`src/rtl/vitals_report_scheduler.sv`:
```
// Heart-rate averaging and periodic vitals report launcher.
// Averages beat-to-beat BPM over four beats and hands snapshots to a UART framer once per report period.
module vitals_report_scheduler #(
  parameter int unsigned CLK_HZ        = 50_000_000,
  parameter int unsigned REPORT_CYCLES = 50_000_000,
  parameter int unsigned MIN_BPM       = 30,
  parameter int unsigned MAX_BPM       = 200,
  parameter int unsigned TX_TIMEOUT    = 1_000_000
) (
  input  logic        clk,
  input  logic        rst,
  input  logic        beat_pulse,
  input  logic [7:0]  spo2_in,
  input  logic        spo2_valid,
  input  logic        tx_done,
  output logic [15:0] heart_rate,
  output logic [7:0]  spo2,
  output logic        start_tx,
  output logic        hr_valid,
  output logic        report_drop,
  output logic        tx_timeout,
  output logic [1:0]  dbg_state
);

  localparam logic [63:0] NUM64    = 64'(60) * 64'(CLK_HZ);
  localparam logic [31:0] DIVIDEND = NUM64[31:0];
  localparam logic [31:0] MIN_INT  = 32'(NUM64 / 64'(MAX_BPM));
  localparam logic [31:0] MAX_INT  = 32'(NUM64 / 64'(MIN_BPM));
  localparam logic [31:0] RC_LAST  = 32'(REPORT_CYCLES - 1);
  localparam logic [31:0] TO_LAST  = 32'(TX_TIMEOUT - 1);

  typedef enum logic [1:0] {S_IDLE = 2'd0, S_LAUNCH = 2'd1, S_WAIT = 2'd2} state_t;

  // Beat interval tracking: armed_q low means the next beat only restarts the counter.
  logic [31:0] ivl_q;
  logic        armed_q;
  logic        stale, beat_accept;

  assign stale       = ivl_q > MAX_INT;
  assign beat_accept = beat_pulse && armed_q && !stale && (ivl_q >= MIN_INT);

  always_ff @(posedge clk) begin
    if (rst) begin
      ivl_q   <= '0;
      armed_q <= 1'b0;
    end else begin
      if (stale) armed_q <= 1'b0;
      if (beat_pulse && (!armed_q || stale)) begin
        ivl_q   <= '0;
        armed_q <= 1'b1;
      end else if (beat_accept) begin
        ivl_q <= '0;
      end else if (ivl_q != '1) begin
        ivl_q <= ivl_q + 32'd1;
      end
    end
  end

  // Serial restoring divider with a one-deep request queue.
  logic [31:0] dvs_q, quo_q, rem_q, qivl_q, rem_nx, quo_nx;
  logic [32:0] rem_sh, diff;
  logic [5:0]  step_q;
  logic        busy_q, qreq_q, div_ge, div_last;

  always_comb begin
    rem_sh = {rem_q, quo_q[31]};
    diff   = rem_sh - {1'b0, dvs_q};
    div_ge = !diff[32];
    rem_nx = div_ge ? diff[31:0] : rem_sh[31:0];
    quo_nx = {quo_q[30:0], div_ge};
  end

  assign div_last = busy_q && (step_q == 6'd31);

  always_ff @(posedge clk) begin
    if (rst || stale) begin
      busy_q <= 1'b0;
      qreq_q <= 1'b0;
      qivl_q <= '0;
      step_q <= '0;
      rem_q  <= '0;
      quo_q  <= '0;
      dvs_q  <= '0;
    end else begin
      if (busy_q) begin
        rem_q  <= rem_nx;
        quo_q  <= quo_nx;
        step_q <= step_q + 6'd1;
      end
      if (!busy_q || div_last) begin
        if (beat_accept || qreq_q) begin
          busy_q <= 1'b1;
          step_q <= '0;
          rem_q  <= '0;
          quo_q  <= DIVIDEND;
          dvs_q  <= beat_accept ? ivl_q : qivl_q;
          qreq_q <= 1'b0;
        end else begin
          busy_q <= 1'b0;
        end
      end else if (beat_accept) begin
        qreq_q <= 1'b1;
        qivl_q <= ivl_q;
      end
    end
  end

  // Four-entry BPM window; the final divider step pushes its quotient directly.
  logic [3:0][15:0] win_q;
  logic [2:0]       wcnt_q;
  logic [17:0]      win_sum;
  logic [15:0]      hr_live;

  always_ff @(posedge clk) begin
    if (rst || stale) begin
      win_q  <= '0;
      wcnt_q <= '0;
    end else if (div_last) begin
      win_q <= {win_q[2:0], quo_nx[15:0]};
      if (wcnt_q != 3'd4) wcnt_q <= wcnt_q + 3'd1;
    end
  end

  assign win_sum = 18'(win_q[0]) + 18'(win_q[1]) + 18'(win_q[2]) + 18'(win_q[3]);
  assign hr_live = (wcnt_q == 3'd4) ? 16'(win_sum >> 2) : 16'd0;

  // Report period timer; tick marks the last cycle of each period.
  logic [31:0] tmr_q;
  logic        tick;

  assign tick = (tmr_q == RC_LAST);

  always_ff @(posedge clk) begin
    if (rst) tmr_q <= '0;
    else     tmr_q <= tick ? 32'd0 : tmr_q + 32'd1;
  end

  // Framer handshake: start_tx is a single-cycle launch strobe; the framer answers by
  // raising tx_done, and only a 0->1 transition of tx_done observed in WAIT_DONE completes it.
  state_t      state_q;
  logic [31:0] to_q;
  logic [15:0] heart_rate_q;
  logic [7:0]  spo2_q;
  logic        pend_q, done_prev_q, start_tx_q, hr_valid_q, drop_q, tout_q, done_rise;

  assign done_rise = tx_done && !done_prev_q;

  always_ff @(posedge clk) begin
    if (rst) begin
      state_q      <= S_IDLE;
      to_q         <= '0;
      heart_rate_q <= '0;
      spo2_q       <= '0;
      pend_q       <= 1'b0;
      done_prev_q  <= 1'b0;
      start_tx_q   <= 1'b0;
      hr_valid_q   <= 1'b0;
      drop_q       <= 1'b0;
      tout_q       <= 1'b0;
    end else begin
      start_tx_q  <= 1'b0;
      drop_q      <= 1'b0;
      tout_q      <= 1'b0;
      done_prev_q <= tx_done;
      if (state_q == S_IDLE) begin
        heart_rate_q <= hr_live;
        hr_valid_q   <= (wcnt_q == 3'd4);
      end
      if (state_q != S_IDLE && tick) begin
        if (pend_q) drop_q <= 1'b1;
        else        pend_q <= 1'b1;
      end
      case (state_q)
        S_IDLE: begin
          if (tick || pend_q) begin
            state_q    <= S_LAUNCH;
            start_tx_q <= 1'b1;
            spo2_q     <= spo2_valid ? spo2_in : 8'd0;
            pend_q     <= 1'b0;
          end
        end
        S_LAUNCH: begin
          state_q <= S_WAIT;
          to_q    <= '0;
        end
        S_WAIT: begin
          if (done_rise) begin
            state_q <= S_IDLE;
          end else if (to_q == TO_LAST) begin
            state_q <= S_IDLE;
            tout_q  <= 1'b1;
          end else begin
            to_q <= to_q + 32'd1;
          end
        end
        default: state_q <= S_IDLE;
      endcase
    end
  end

  assign heart_rate  = heart_rate_q;
  assign spo2        = spo2_q;
  assign start_tx    = start_tx_q;
  assign hr_valid    = hr_valid_q;
  assign report_drop = drop_q;
  assign tx_timeout  = tout_q;
  assign dbg_state   = state_q;

endmodule

```
`config.mk`:
```
export PLATFORM = sky130hd
export DESIGN_NAME = vitals_report_scheduler
export DESIGN_NICKNAME = d
export VERILOG_FILES = /design/src/rtl/vitals_report_scheduler.sv
export SDC_FILE = /design/constraint.sdc
export NUM_CORES = 1
export LEC_CHECK = 0
export CORE_MARGIN = 2
export CORE_UTILIZATION = 50
export CTS_BUF_LIST = sky130_fd_sc_hd__clkbuf_4 sky130_fd_sc_hd__clkbuf_8
export DETAILED_ROUTE_END_ITERATION = 7
export PLACE_DENSITY = 0.67
export SYNTH_ARGS = -nofsm -noshare
export SYNTH_HDL_FRONTEND = slang
export SYNTH_SLANG_ARGS = --single-unit
```
`constraint.sdc`:
```
create_clock -name clk -period 6 [get_ports clk]
set_input_delay 0.6 -clock clk [delete_from_list [all_inputs] [get_ports clk]]
set_output_delay 0.6 -clock clk [all_outputs]
set_load 0.01 [all_outputs]
```
==> impl_metrics.yaml <==
synthesis:
  ys_ff_latch: 332
  synth_top_area_share_pct: 39.3
  synthFlopType: "dfxtp_1"
  syn-num-nets: 2174
  ys_top_cells_by_area: "dfxtp_1 (39%), nand2_1 (7.1%), a21oi_1 (5.4%)"
  synth-edff-count: 0
  async_reset_ff_share_pct: 0
  syn_avg_cell_area_um2: 8.15
  syn_inst: 2074
  yosys.area.top_type: "dfxtp_1"
  synthesis.area_mm2: 0.0169
  synth_warnings: 0
  seq_area_frac_synth_pct: 39.3
  yosysUniqueCellTypes: 74
global_routing:
  grt_pass1_wl_um: 60700
  grt_usage_pct: 20.1
  grt_antenna_before_repair: 0
  grt_pass1_vias: 12988
  globalRouteOverflowTotal: 0
  grt_max_degree: 101
timing:
  finalCritPeriodShare_pct: 66.9
  fmax_mhz: 249
  max_slew.worst_pin.slew_ns: 1.17
  slew_headroom_pct: 21.9
  finalHoldViolations: 0
  setup_viol: 0
  rsz0062_at_grt: "false"
  timing.final.max_slew_violations: 0
  period_needed_ns: 4.02
  setup_slack_ns: 1.98
  finalSetupTns_ns: 0
  fin_skew_ns: 0.0189
worst_setup_path:
  reg2reg_to: "heart_rate[13]"
  crit_start: "win_q[1]"
  cp-end-kind: "flop"
  path_cells: "inv_1 -> fa_1 -> inv_1 -> fa_1 -> nand2_1 -> nor2_1 -> fa_1 -> a21o_1 -> a21oi_1 -> o21ai_0 -> o41a_1 -> a211o_1 -> a21boi_0 -> o21bai_1 -> xor2_1 -> a22o_1"
  critPathSlowestCell: "fa_1"
  worst_ep_arrival_time_ns: 4.54
  slowest_delay_ns: 0.54
  crit_type: "reg2reg"
  r2r_start: "win_q[1]"
  path_max_fanout: 3
  r2r_slack_ns: 1.98
  startpoint_type: "flop"
  critPathMostFrequentCell: "fa_1"
  endpoint: "heart_rate[13]"
  r2r_cells: 16
  critPathRequiredTime_ns: 6.52
route:
  routedWlPerCell_um: 13.6
  viasPerCell: 5.37
  num_vias: 13780
  ant_nets: 0
  drc_errors: 0
  drt-total-wl_um: 35000
  first_pass_iters: 6
  drtIter0Drc: 887
clock_tree:
  ctsHoldBuffers: 0
  cts_tree: "done"
  clockBufferDepth: 3
  ctsResizeCount: 0
  clock_latency_ns: 0.63
  post_cts_buffers: 0
  htreeDepth: 2
  cts_num_sinks: 332
  clockRootBuffer: "clkbuf_8"
  clk_pin_slew_ns: 0.06
  cts_made_buffers: 56
final_layout:
  layout_common_cells: "dfxtp_1 (331), nand2_1 (321), nor2_1 (223)"
  mostFrequentLayoutCell: "dfxtp_1"
  drive_gt1_share_pct: 7.13
  fin_nets: 2176
  fill_cells: 3122
  final_cells: 2567
  num_antenna_cells: 0
  syn_to_final_growth_pct: 11.4
floorplan:
  ios: 43
  num_rows: 67
  die_x_um: 188
  die_h_um: 188
  initial_core_util_pct: 50.5
  core_mm2: 0.0334
  die_area_mm2: 0.0353
pwr:
  leakagePower_nw: 6.92
  power_density_mw_per_mm2: 242
  vdd_drop_max_mv: 0.210
placed_design:
  portBuffers: 42
  hpwl_um: 24100
  placed_cells: 2466
  place.gp.congestion: 0.874
  place_ws_ns: 1.99
job:
  max_cap_viol_count: 0
outcome:
  status: "completed"
worst_hold_path:
  min_path_type: "reg2reg"
metal layers:
metal | up-vias | GRT usage (%) | wire [um]
met1 | 6467 | 27.4 | 17600
met5 | - | 0 | 0
met3 | 51 | 3.87 | 1300
met4 | 0 | 5.60 | 565
met2 | 189 | 32.7 | 15500
li1 | 7073 | - | -
registers in the layout, summed over array words and instances, names as in the netlist, 2 cells and up:
register    flops
tmr_q          32
win_q          64
ivl_q          32
wcnt_q          3
to_q           32
dvs_q          32
spo2            8
step_q          6
rem_q          32
dbg_state       2
qivl_q         32
heart_rate     16
quo_q          32
layout make-up:
type | count | area (um2) | area share [%]
Multi-Input combinational cell | 1478 | 9240 | 49.0
Sequential cell | 332 | 6650 | 35.3
Clock buffer | 86 | 1090 | 5.79
Inverter | 153 | 574 | 3.05
Tap cell | 448 | 561 | 2.98
Timing Repair Buffer | 55 | 518 | 2.75
Clock inverter | 15 | 206 | 1.10
power breakdown:
part | total, W | switching, W | internal (W)
Sequential | 0.00221 | 0.00000378 | 0.00221
Clock | 0.00228 | 0.000910 | 0.00137
Combinational | 0.0000585 | 0.0000431 | 0.0000154
worst max-delay path: cells and delay by family (launching register included):
kind / cells / cell delay, ns
AOI/OAI and AO/OA: 8 / 1.73
buffers and inverters: 2 / 0.13
xor gates and xnor gates: 1 / 0.14
and+or+nand+nor: 2 / 0.14
DFF: 1 / 0.34
adders and majority gates: 3 / 1.43
synth_stat cells (5+ instances only):
cell type    n
nand2_1    321
nor4_1      13
nand3_1     67
ha_1        54
a21oi_1    181
and2_1      11
buf_2       30
xnor2_1     44
nand2b_1    16
inv_1      153
nand4_1     33
fa_1        33
clkbuf_1    75
a21o_1      19
a211oi_1    35
or4_1        5
nor3b_1      7
mux2i_1     61
nor2b_1      8
nor2_1     224
and4_1      10
nor3_1      27
a311oi_1    26
a22o_1      19
xor2_1      57
a31oi_1      8
o211ai_1    12
o21a_1       9
o21ai_0     46
and3_1      28
or2_2        9
or3_1       19
mux2_2       5
dfxtp_1    332
worst min path at each step:
stage	start	to	cells after the start
CTS	win_q[0]	win_q[16]	2
floorplan	tmr_q[0]	tmr_q[0]	1
global placement	tmr_q[0]	tmr_q[0]	1
detailed placement	tmr_q[0]	tmr_q[0]	1
global route	qivl_q[26]	qivl_q[26]	2
finish	qivl_q[4]	qivl_q[4]	2
through the flow:
stage	cell area, um2	hold slack, ns	utilization [%]	total power (W)
5_1_grt	18800	0.465	56.3	0.00473
3_5_place_dp	17500	0.435	52.4	0.00232
4_1_cts	18800	0.447	56.3	0.00462
6_report	18800	0.448	56.3	0.00455
2_1_floorplan	16900	0.418	-	0.00230
3_3_place_gp	17500	0.428	52.4	0.00232
logic make-up after synthesis:
logic type | Yosys count | synth area share, %
mux | 67 | 4.01
flops | 332 | 39.3
buf+inv | 264 | 6.24
fa+ha+maj | 87 | 7.91
simple gates | 820 | 22.3
xor+xnor | 101 | 5.23
compound gates | 403 | 15.0
Note: power is estimated with default switching activity, not from simulation.
